==> src/rtl/load_store_unit.sv <==
// Data-memory access stage: runs one req/ready/rvalid bus transaction per load/store,
// formats load results for write-back and stalls the core until the access completes.
module load_store_unit #(
   parameter logic [15:0] TIMEOUT_CYCLES = 16'd256
) (
   input  logic        clk,
   input  logic        rst_n,
   input  logic        start,
   input  logic [4:0]  ls_op,
   input  logic [31:0] addr,
   input  logic [31:0] store_data,
   output logic        stall,
   output logic        busy,
   output logic        done,
   output logic [31:0] load_data,
   output logic        misaligned,
   output logic        bus_err,
   output logic        dmem_req,
   output logic        dmem_we,
   output logic [31:0] dmem_addr,
   output logic [31:0] dmem_wdata,
   output logic [3:0]  dmem_be,
   input  logic        dmem_ready,
   input  logic        dmem_rvalid,
   input  logic [31:0] dmem_rdata
);

   localparam logic [4:0] OP_LB  = 5'b01010;
   localparam logic [4:0] OP_LH  = 5'b01011;
   localparam logic [4:0] OP_LW  = 5'b01100;
   localparam logic [4:0] OP_LBU = 5'b01101;
   localparam logic [4:0] OP_LHU = 5'b01110;
   localparam logic [4:0] OP_SB  = 5'b01111;
   localparam logic [4:0] OP_SH  = 5'b10000;
   localparam logic [4:0] OP_SW  = 5'b10001;

   localparam logic [1:0] SZ_BYTE = 2'd0;
   localparam logic [1:0] SZ_HALF = 2'd1;
   localparam logic [1:0] SZ_WORD = 2'd2;

   typedef enum logic [2:0] {
      S_IDLE,
      S_REQ,
      S_WAIT,
      S_DONE,
      S_ERR
   } state_t;

   state_t      state_q, state_d;
   logic [4:0]  op_q, op_d;
   logic [31:0] addr_q, addr_d;
   logic [31:0] wdata_q, wdata_d;
   logic [3:0]  be_q, be_d;
   logic        we_q, we_d;
   logic [1:0]  size_q, size_d;
   logic [31:0] load_q, load_d;
   logic [15:0] cnt_q, cnt_d;
   logic        mis_q, mis_d;
   logic        berr_q, berr_d;

   // Request decode of the incoming op
   logic        op_valid;
   logic        in_store;
   logic [1:0]  in_size;
   logic        in_aligned;
   logic [3:0]  in_be;
   logic [31:0] in_wdata;

   always_comb begin
      op_valid = 1'b0;
      in_store = 1'b0;
      in_size  = SZ_BYTE;
      case (ls_op)
         OP_LB, OP_LBU: begin op_valid = 1'b1; in_size = SZ_BYTE; end
         OP_LH, OP_LHU: begin op_valid = 1'b1; in_size = SZ_HALF; end
         OP_LW:         begin op_valid = 1'b1; in_size = SZ_WORD; end
         OP_SB:         begin op_valid = 1'b1; in_store = 1'b1; in_size = SZ_BYTE; end
         OP_SH:         begin op_valid = 1'b1; in_store = 1'b1; in_size = SZ_HALF; end
         OP_SW:         begin op_valid = 1'b1; in_store = 1'b1; in_size = SZ_WORD; end
         default:       ;
      endcase
   end

   always_comb begin
      in_aligned = 1'b1;
      in_be      = 4'b1111;
      in_wdata   = store_data;
      case (in_size)
         SZ_BYTE: begin
            in_be    = 4'b0001 << addr[1:0];
            in_wdata = {4{store_data[7:0]}};
         end
         SZ_HALF: begin
            in_aligned = ~addr[0];
            in_be      = addr[1] ? 4'b1100 : 4'b0011;
            in_wdata   = {2{store_data[15:0]}};
         end
         default: begin
            in_aligned = (addr[1:0] == 2'b00);
         end
      endcase
   end

   // Load formatting from the captured address lane
   logic [31:0] rd_shift;
   logic [7:0]  rd_byte;
   logic [15:0] rd_half;
   logic [31:0] rd_fmt;

   always_comb begin
      rd_shift = dmem_rdata >> {addr_q[1:0], 3'b000};
      rd_byte  = rd_shift[7:0];
      rd_half  = addr_q[1] ? dmem_rdata[31:16] : dmem_rdata[15:0];
      case (op_q)
         OP_LB:   rd_fmt = {{24{rd_byte[7]}}, rd_byte};
         OP_LBU:  rd_fmt = {24'h000000, rd_byte};
         OP_LH:   rd_fmt = {{16{rd_half[15]}}, rd_half};
         OP_LHU:  rd_fmt = {16'h0000, rd_half};
         default: rd_fmt = dmem_rdata;
      endcase
   end

   // Timeout fires on the cycle whose count reaches the limit; ready/rvalid that cycle wins
   logic [15:0] cnt_inc;
   logic        tmo;

   always_comb begin
      cnt_inc = cnt_q + 16'd1;
      tmo     = (TIMEOUT_CYCLES != 16'd0) && (cnt_inc >= TIMEOUT_CYCLES);
   end

   always_comb begin
      state_d = state_q;
      op_d    = op_q;
      addr_d  = addr_q;
      wdata_d = wdata_q;
      be_d    = be_q;
      we_d    = we_q;
      size_d  = size_q;
      load_d  = load_q;
      cnt_d   = cnt_q;
      mis_d   = mis_q;
      berr_d  = berr_q;
      case (state_q)
         S_IDLE: begin
            if (start && op_valid) begin
               op_d    = ls_op;
               addr_d  = addr;
               wdata_d = in_wdata;
               be_d    = in_be;
               we_d    = in_store;
               size_d  = in_size;
               cnt_d   = '0;
               berr_d  = 1'b0;
               mis_d   = ~in_aligned;
               state_d = in_aligned ? S_REQ : S_ERR;
            end
         end
         S_REQ: begin
            cnt_d = cnt_inc;
            if (dmem_ready) begin
               state_d = we_q ? S_DONE : S_WAIT;
            end else if (tmo) begin
               berr_d  = 1'b1;
               state_d = S_ERR;
            end
         end
         S_WAIT: begin
            cnt_d = cnt_inc;
            if (dmem_rvalid) begin
               load_d  = rd_fmt;
               state_d = S_DONE;
            end else if (tmo) begin
               berr_d  = 1'b1;
               state_d = S_ERR;
            end
         end
         S_DONE:  state_d = S_IDLE;
         S_ERR:   state_d = S_IDLE;
         default: state_d = S_IDLE;
      endcase
   end

   always_ff @(posedge clk or negedge rst_n) begin
      if (!rst_n) begin
         state_q <= S_IDLE;
         op_q    <= '0;
         addr_q  <= '0;
         wdata_q <= '0;
         be_q    <= '0;
         we_q    <= 1'b0;
         size_q  <= '0;
         load_q  <= '0;
         cnt_q   <= '0;
         mis_q   <= 1'b0;
         berr_q  <= 1'b0;
      end else begin
         state_q <= state_d;
         op_q    <= op_d;
         addr_q  <= addr_d;
         wdata_q <= wdata_d;
         be_q    <= be_d;
         we_q    <= we_d;
         size_q  <= size_d;
         load_q  <= load_d;
         cnt_q   <= cnt_d;
         mis_q   <= mis_d;
         berr_q  <= berr_d;
      end
   end

   always_comb begin
      busy       = (state_q != S_IDLE);
      stall      = busy | (start & op_valid);
      done       = (state_q == S_DONE) || (state_q == S_ERR);
      misaligned = (state_q == S_ERR) && mis_q;
      bus_err    = (state_q == S_ERR) && berr_q;
      load_data  = load_q;
      dmem_req   = (state_q == S_REQ);
      dmem_we    = we_q;
      dmem_addr  = {addr_q[31:2], 2'b00};
      dmem_wdata = wdata_q;
      dmem_be    = be_q;
   end

endmodule

==> config.mk <==
export PLATFORM = sky130hd
export DESIGN_NAME = load_store_unit
export DESIGN_NICKNAME = d
export VERILOG_FILES = /design/src/rtl/load_store_unit.sv
export SDC_FILE = /design/constraint.sdc
export NUM_CORES = 1
export LEC_CHECK = 0
export ABC_AREA = 1
export BUFFER_PORTS_ARGS = -buffer_cell sky130_fd_sc_hd__buf_4
export CAP_MARGIN = 10
export CORE_ASPECT_RATIO = 0.7
export CORE_UTILIZATION = 29
export DETAILED_ROUTE_END_ITERATION = 8
export SYNTH_ARGS = -nofsm -noshare
export SYNTH_HDL_FRONTEND = slang
export SYNTH_SLANG_ARGS = --single-unit
==> constraint.sdc <==
create_clock -name clk -period 2 [get_ports clk]
set_clock_uncertainty 0.15 [all_clocks]
set_input_delay 0.2 -clock clk [delete_from_list [all_inputs] [get_ports clk]]
set_output_delay 0.2 -clock clk [all_outputs]
set_load 0.005 [all_outputs]
# [Word level (Yosys, flattened, before mapping)]
# Index checks and enable logic that the tools add are counted.
[classes] shift=2 reduce_logical=19 n_mux=23 magnitude_cmp=1 bitwise=4 n_eq_ne=20 add_sub_neg=1
[op_table] op="$pmux 32 s4" n=1
[op_table] op="$pmux 32 s2" n=1
[op_table] op="$eq 5x4->1 const B" n=10
[op_table] op="$mux 16" n=2
[op_table] op="$pmux 16 s2" n=1
[op_table] op="$shr 32x5->8" n=1
[op_table] op="$add 16x1->16 const B" n=1
[op_table] op="$ge 16x9->1 const B" n=1
[op_table] op="$mux 3" n=5
[op_table] op="$eq 5x5->1 const B" n=2
[op_table] op="$pmux 3 s3" n=1
[op_table] op="$pmux 4 s2" n=1
[op_table] op="$reduce_or 8->1" n=1
[op_table] op="$mux 1" n=7
[op_table] op="$eq 3x2->1 const B" n=2
[op_table] op="$ne 2x2->1 const B" n=3
[op_table] op="$reduce_and 2->1" n=3
[op_table] op="$reduce_bool 3->1" n=2
[op_table] op="$reduce_or 3->1" n=2
[op_table] op="$logic_not 2->1" n=2
[op_table] op="$mux 4" n=1
[op_table] op="$pmux 2 s2" n=1
[op_table] op="$reduce_and 4->1" n=1
[op_table] op="$reduce_or 2->1" n=2
[op_table] op="other kinds (13)" n=16
[word_totals] regBits=127 out_inout_bits=107 wordCells=80

# [Logic depth before layout (Yosys ltp)]
# Gate-level depths: netlist of the first run.
[depth] ltp_word=8 ltp_mapped=12 mapped_depth_nobuf=11

# [Worst setup path after synthesis of the first run]
# Ideal clock, no wire load.
[synth_path] path_type="reg-to-reg" startpoint="register cnt_q[0]" endpoint="register berr_q" t_arrival_ns=1.409 setup_ns=0.123 required_ns=1.727 n_path_buf=0 path_stages_with_launch=11 path_slack_ns=0.317 period_less_slack_ns=1.683 path_cell_list="dfrtp_1 > ha_1 > nand3_1 > nor2_4 > nand3_1 > nand2_1 > nand2_1 > nor2_1 > nand2_1 > nand2_1 > a21oi_1"
[synth_via] elab_chain_cells=5 elab_cells_between_ends=6 classes_between="add/sub (1); order compare (1); mux (4)"
[synth_rtl] element="from (decl)" line_no="57" text="logic [15:0] cnt_q, cnt_d;"
[synth_rtl] element="from (signal assigned)" line_no="206" text="cnt_q <= cnt_d;"
[synth_rtl] element="$add 16x1->16 (*)" line_no="128" text="cnt_inc = cnt_q + 16'd1;"
[synth_rtl] element="$ge 16x9->1 (*)" line_no="129" text="tmo = (TIMEOUT_CYCLES != 16'd0) && (cnt_inc >= TIMEOUT_CYCLES);"
[synth_rtl] element="$mux 1 (*)"
[synth_rtl] element="$mux 1, on equally long branches"
[synth_rtl] element="$pmux 1 s3 (*)"
[synth_rtl] element="to (signal assigned)" line_no="208" text="berr_q <= berr_d;"
[synth_rtl] element="to (decl)" line_no="59" text="logic berr_q, berr_d;"
# Mark *: on every way between the ends. The rest lies on a longest branch, timed or not. The select of a mux whose other input is x is not followed.
# A chain may end at the register's enable or synchronous reset.

# [Final worst setup path of the first run]
[layout_path] startpoint="input ls_op[2]" endpoint="output stall"
[layout_via] elab_chain_cells=5 elab_cells_between_ends=12 classes_between="eq/ne (8); mux (1); bitwise (2); reduce/logical (1)"
[layout_rtl] element="from (decl)" line_no="9" text="input logic [4:0] ls_op,"
[layout_rtl] element="$eq 5x5->1 / $eq 5x4->1 (equally long branches)" line_no="73" text="case (ls_op)"
[layout_rtl] element="$reduce_or 8->1 (no line) (*)"
[layout_rtl] element="$mux 1 (*)" line_no="73"
[layout_rtl] element="$and 1x1->1 (*)" line_no="214" text="stall = busy | (start & op_valid);"
[layout_rtl] element="$or 1x1->1 (*)" line_no="214"
[layout_rtl] element="to (decl)" line_no="12" text="output logic stall,"
# Mark *: on every way between the ends. The rest lies on a longest branch, timed or not.

==> results.sh, run 1 <==
export IMPL_wirelength_mm=20.3
export IMPL_final_nets=1214
export IMPL_powerDensity_nw_per_um2=1300
export IMPL_ys_ff_latch=127
export IMPL_cp_end_kind="primary output"
export IMPL_crit_family="buffers and inverters"
export IMPL_worstPathCellList="dlygate4sd3_1, buf_4, inv_1, nand4_1, nand4_1, nand2_2, nand2_2, buf_4"
export IMPL_core_area_um2=22600
export IMPL_reg2reg_depth=10
export IMPL_slowest_stage="dlygate4sd3_1"
export IMPL_dr_pass1_iters=5
export IMPL_wl_per_cell_um=14.2
export IMPL_start_kind="input pin"
export IMPL_grt_pass1_vias=6028
export IMPL_placedCellCount=1300
export IMPL_grt_pass1_wl_mm=31.6
export IMPL_die_h_um=129
export IMPL_reg2reg_slack_ns=0.15
export IMPL_power_frac_seq=0.343
export IMPL_fp_row_count=46
export IMPL_grt_use_met3=0.0396
export IMPL_area_growth_pct=50.3
export IMPL_worstPathRequired_ns=1.65
export IMPL_drive_gt1_frac=0.274
export IMPL_yosys_warnings=0
export IMPL_htree_levels=4
export IMPL_cpPeakStageDelay_ns=0.54
export IMPL_path_clk_slew_ns=0.06
export IMPL_period_needed_ns=1.92
export IMPL_p_int_mw=8.50
export IMPL_drtAntennaViolNets=0
export IMPL_cts_sinks=127
export IMPL_cts_root_buf="clkbuf_16"
export IMPL_worstReg2RegEnd="load_data[5]"
export IMPL_synth_area_um2=6680
export IMPL_min_from="dmem_rdata[0]"
export IMPL_clock_latency_ns=0.41
export IMPL_path_class="input pin to primary output"
export IMPL_period_share=0.959
export IMPL_grt_use_met2=0.246
export IMPL_synth_edf_count=0
export IMPL_dieArea_um2=23700
export IMPL_finalHoldViolCount=0
export IMPL_hold_end="load_data[0]"
export IMPL_grtUsageTotal=0.170
export IMPL_grt_busiest_layer="met1"
export IMPL_io_buffers=210
export IMPL_syn_inst=821
export IMPL_place_hpwl_mm=14.3
export IMPL_worst_path_buf_inv=4
export IMPL_worstPathMaxFanout=4
export IMPL_vias_per_cell=4.56
export IMPL_hold_path_class="input pin to register"
export IMPL_design_area_um2=10000
export IMPL_seq_area_frac_synth=0.476
export IMPL_placed_area_um2=8390
export IMPL_place_congestion=0.888
export IMPL_synthDistinctLibCells=41
export IMPL_drt_iter0_drc=393
export IMPL_cap_violations=0
export IMPL_cts_buffers=17
export IMPL_whs_path_depth=5
export IMPL_use_met1=0.248
export IMPL_synth_main_ff_cell="dfrtp_1"
export IMPL_p_switching_mw=4.56
export IMPL_finalSetupViolCount=0
export IMPL_final_cells=1431
export IMPL_cp_arrival_ns=1.57
export IMPL_switching_share=0.349
export IMPL_combPwrFrac=0.410
export IMPL_n_antenna_cell=0
export IMPL_clkPwrFrac=0.247
export IMPL_ioPinCount=213
export IMPL_slew_viol_final=0
export IMPL_fmax_mhz=522
export IMPL_clk_path_buf_depth=2
export IMPL_tritoncts="built"
export IMPL_initial_core_util=0.295
export IMPL_fp_dieW_um=183
export IMPL_ir_drop_mv=0.682
export IMPL_cts_setup_buffers=0
export IMPL_antenna_found_initial=0
export IMPL_rr_startpoint="op_q[3]"
export IMPL_grt_overflow=0
export IMPL_p_leak_nw=4.87
export IMPL_syn_avg_cell_area_um2=8.14
export IMPL_vias=6531
export IMPL_drcViolationCount=0
export IMPL_grt_max_degree=52
export IMPL_postSynth_asyncResetShare=1.00
export IMPL_finish_utilization=0.444
export IMPL_status="finished, final reports clean"
## flip-flops by register name, indices dropped and copies added (netlist names)
name        count
addr_q         32
dmem_be         4
cnt_q          16
berr_q          1
op_q            5
state_q         3
dmem_we         1
mis_q           1
load_data      32
dmem_wdata     32
## layout by cell type (no fill, tap or decap), types with 4 or more instances in the layout
master,instances
nor2_2,7
nand2_2,6
o22ai_1,10
inv_2,6
clkbuf_16,17
dfrtp_1,127
o21ai_2,7
nand3_1,76
inv_1,52
nand4_1,7
buf_12,5
a2bb2oi_1,16
o21ai_1,10
buf_4,228
nor2_4,4
xor2_1,5
o21a_1,17
dlygate4sd3_1,99
o211ai_1,9
a22oi_1,7
nor2_1,33
o21ai_0,31
nand2_1,285
a21oi_1,15
## synthesized netlist by cell type (all sizes together), types with 2 or more instances
cell type / n / area (um^2)
nand3: 79 / 400
buf: 68 / 516
o21a: 18 / 143
o211ai: 11 / 92.6
dfrtp: 127 / 3180
nand4: 8 / 56.3
o22ai: 11 / 75.1
o21ai: 48 / 267
a2bb2oi: 17 / 155
nor3: 3 / 15.0
a21oi: 16 / 91.3
inv: 59 / 224
clkbuf: 2 / 7.51
xor2: 5 / 43.8
nor2: 44 / 208
a22oi: 7 / 52.6
nand2: 291 / 1100
## power by group through the flow
stage | registers, mW | logic, mW | clock network, mW
finish | 4.48 | 5.36 | 3.22
global route | 4.61 | 5.94 | 3.43
detailed placement | 4.48 | 5.19 | 0
floorplan | 4.38 | 3.07 | 0
CTS | 4.47 | 5.35 | 3.32
global placement | 4.49 | 5.12 | 0
## worst min-delay path: stages
cell	delay (ns)
buf_4	0.08
nand2_1	0.04
nand3_1	0.06
nor2_1	0.04
a21oi_1	0.11
## layout make-up
| class | instances | area (um^2) |
|---|---|---|
| Inverter | 60 | 228 |
| Multi-Input combinational cell | 565 | 2780 |
| Sequential cell | 127 | 3180 |
| Clock inverter | 12 | 159 |
| Clock buffer | 19 | 453 |
| Fill cell | 2222 | 12600 |
| Tap cell | 312 | 390 |
| Timing Repair Buffer | 336 | 2850 |
## cell families (layout without fill, tap and decap cells)
kind of cell               Yosys count  in the layout  synth area share
muxes                                1              1           0.00150
buffers and inverters              130            427             0.112
adders and majority gates            1              1           0.00187
AOI/OAI and AO/OA                  130            130             0.133
xor gates and xnor gates             6              6           0.00787
and+or+nand+nor                    425            425             0.267
DFF                                127            127             0.476
other                                1              2          0.000561
## metrics by stage
step	TNS (ns)	hold slack, ns	total power, mW	worst slack, ns
after floorplan	0	-0.246	7.46	0.317
after global placement	0	0.0242	9.62	0.175
after detailed placement	0	0.0224	9.68	0.135
after CTS	0	0.00815	13.1	0.000848
after global routing	-0.0179	0.0623	14.0	-0.0115
final	0	0.00891	13.1	0.0829
## how the worst max path moves through the flow
stage	start	endpoint	cells past startpoint
after detailed placement	op_q[0]	load_data[4]	10
after CTS	ls_op[0]	stall	8
final	ls_op[2]	stall	8
after global placement	op_q[4]	load_data[4]	10
after floorplan	cnt_q[0]	berr_q	10
after global routing	cnt_q[1]	state_q[2]	10
## routing by layer
layer / vias to the layer above / routed length, um / share of wire
met5: - / 0 / 0
met4: 0 / 304 / 0.015
met3: 24 / 1360 / 0.067
met2: 230 / 8770 / 0.43
met1: 3050 / 9910 / 0.49
li1: 3227 / - / -
## timing repair
item,CTS,global route
hold endpoints to repair,230,0
endpoints found under the setup margin,0,38
gates resized for setup,0,10
hold buffers,101,0
Power figures use the tool's default switching activity.
==> run 2, diff against run 1 <==
--- a/config.mk
+++ b/config.mk
@@ -11,6 +11,7 @@
 export CORE_ASPECT_RATIO = 0.7
 export CORE_UTILIZATION = 29
 export DETAILED_ROUTE_END_ITERATION = 8
+export SETUP_SLACK_MARGIN = 0.2
 export SYNTH_ARGS = -nofsm -noshare
 export SYNTH_HDL_FRONTEND = slang
 export SYNTH_SLANG_ARGS = --single-unit
==> run 2 against run 1 <==
Effect of this change: core utilization rose by 1.8 points; worst hold slack improved by 0.0013 ns; count of clock-buffer cells in the layout did not move; sequential cell count did not move; critical path depth rose by 1; routed wire length rose by 6.3%; non-clock buffer count rose by 22; combinational power rose by 10%; critical endpoint is now load_data[8].
==> results.sh, run 2 (synthesis gave the netlist of run 1 again) <==
export IMPL_slowest_stage="dfrtp_1"
export IMPL_p_switching_mw=4.84
export IMPL_vias=6664
export IMPL_worstPathRequired_ns=2.21
export IMPL_cp_arrival_ns=2.04
export IMPL_dr_pass1_iters=5
export IMPL_finalHoldViolCount=0
export IMPL_ioPinCount=213
export IMPL_reg2reg_slack_ns=0.17
export IMPL_cap_violations=0
export IMPL_place_congestion=0.888
export IMPL_grt_overflow=0
export IMPL_cts_root_buf="clkbuf_16"
export IMPL_start_kind="register"
export IMPL_status="finished, final reports clean"
export IMPL_n_antenna_cell=0
export IMPL_drive_gt1_frac=0.317
export IMPL_vias_per_cell=4.58
export IMPL_placedCellCount=1300
export IMPL_combPwrFrac=0.433
export IMPL_grtUsageTotal=0.170
export IMPL_htree_levels=4
export IMPL_drcViolationCount=0
export IMPL_rsz0062_at_grt="yes"
export IMPL_core_area_um2=22600
export IMPL_grt_pass1_vias=6034
export IMPL_period_share=0.913
export IMPL_p_int_mw=8.81
export IMPL_final_nets=1238
export IMPL_path_class="register to register"
export IMPL_hold_path_class="input pin to register"
export IMPL_powerDensity_nw_per_um2=1310
export IMPL_cpPeakStageDelay_ns=0.41
export IMPL_min_from="dmem_rdata[0]"
export IMPL_clock_latency_ns=0.42
export IMPL_initial_core_util=0.295
export IMPL_area_growth_pct=56.2
export IMPL_p_leak_nw=5.02
export IMPL_path_clk_slew_ns=0.06
export IMPL_ir_drop_mv=0.662
export IMPL_grt_pass1_wl_mm=31.7
export IMPL_dieArea_um2=23700
export IMPL_drt_iter0_drc=377
export IMPL_cp_end_kind="register"
export IMPL_slew_viol_final=0
export IMPL_tritoncts="built"
export IMPL_fmax_mhz=547
export IMPL_final_common_cell="nand2_1"
export IMPL_cts_sinks=127
export IMPL_period_needed_ns=1.83
export IMPL_grt_max_degree=52
export IMPL_wl_per_cell_um=14.9
export IMPL_worstPathMaxFanout=12
export IMPL_whs_path_depth=5
export IMPL_worstReg2RegEnd="load_data[8]"
export IMPL_cts_buffers=17
export IMPL_drtAntennaViolNets=0
export IMPL_rr_startpoint="op_q[0]"
export IMPL_wirelength_mm=21.6
export IMPL_switching_share=0.355
export IMPL_clkPwrFrac=0.236
export IMPL_die_h_um=129
export IMPL_place_hpwl_mm=14.3
export IMPL_finalSetupViolCount=0
export IMPL_reg2reg_depth=9
export IMPL_fp_dieW_um=183
export IMPL_fp_row_count=46
export IMPL_antenna_found_initial=0
export IMPL_io_buffers=210
export IMPL_worstPathCellList="inv_2, nand3_4, o22ai_4, buf_4, nor2_4, clkbuf_16, nand2_1, nand3_1, o21a_1"
export IMPL_hold_end="load_data[0]"
export IMPL_power_frac_seq=0.331
export IMPL_final_cells=1455
export IMPL_clk_path_buf_depth=2
export IMPL_final_cell_mix="278 x nand2_1, 242 x buf_4, 123 x dfrtp_1"
export IMPL_fin_tns_setup_ns=0
-- run 2: routing by layer --
layer / share of wire / up-vias / track usage
li1: - / 3288 / -
met1: 0.48 / 3104 / 0.248
met2: 0.44 / 250 / 0.250
met3: 0.068 / 22 / 0.0391
met4: 0.013 / 0 / 0.0490
met5: 0 / - / 0
-- run 2: layout make-up --
class / count / area, um^2
clock inverter: 12 / 159
tap: 312 / 390
timing repair inverter: 1 / 6.26
inverter: 60 / 233
timing repair buffer: 358 / 3080
fill: 2178 / 12200
clock buffer: 19 / 453
multi-input combinational: 566 / 2940
sequential: 127 / 3180
-- run 2: how the worst max path moves through the flow --
stage	startpoint	end	slack (ns)	cells after the start
6_report	op_q[0]	load_data[8]	0.17	9
5_1_grt	op_q[3]	load_data[5]	0.11	9
4_1_cts	state_q[0]	dmem_wdata[14]	0.19	8
3_5_place_dp	op_q[0]	load_data[4]	0.13	10
3_3_place_gp	op_q[4]	load_data[4]	0.17	10
2_1_floorplan	cnt_q[0]	berr_q	0.32	10
-- run 2: timing repair --
item                       CTS  global route
resized for setup           10            56
pin swaps                    3            20
cloned                       0             5
hold endpoints to repair   230             0
hold buffers               101             0
buffers inserted             1            17
setup endpoints to repair   26            84
-- run 2: power groups by stage --
stage | clock [mW] | combinational, mW | sequential, mW
4_1_cts | 3.32 | 5.42 | 4.47
3_5_place_dp | 0 | 5.19 | 4.48
5_1_grt | 3.44 | 6.50 | 4.63
2_1_floorplan | 0 | 3.07 | 4.38
6_report | 3.23 | 5.91 | 4.51
3_3_place_gp | 0 | 5.12 | 4.49
-- run 2: through the flow --
step           utilization  total power [mW]  cell area (um^2)  worst slack, ns  hold WS (ns)
3_5_place_dp         0.371              9.68              8390            0.135        0.0224
3_3_place_gp         0.371              9.62              8390            0.175        0.0242
4_1_cts              0.444              13.2             10000            0.187       0.00815
6_report             0.461              13.6             10400            0.173        0.0102
2_1_floorplan            -              7.46              6680            0.317        -0.246
5_1_grt              0.461              14.6             10400            0.114        0.0616
-- run 2: worst max-delay path, delay by kind of cell, from the launching register on --
kind / cells / cell delay, ns
flops: 1 / 0.41
simple gates: 4 / 0.52
compound gates: 2 / 0.21
buf+inv: 3 / 0.47
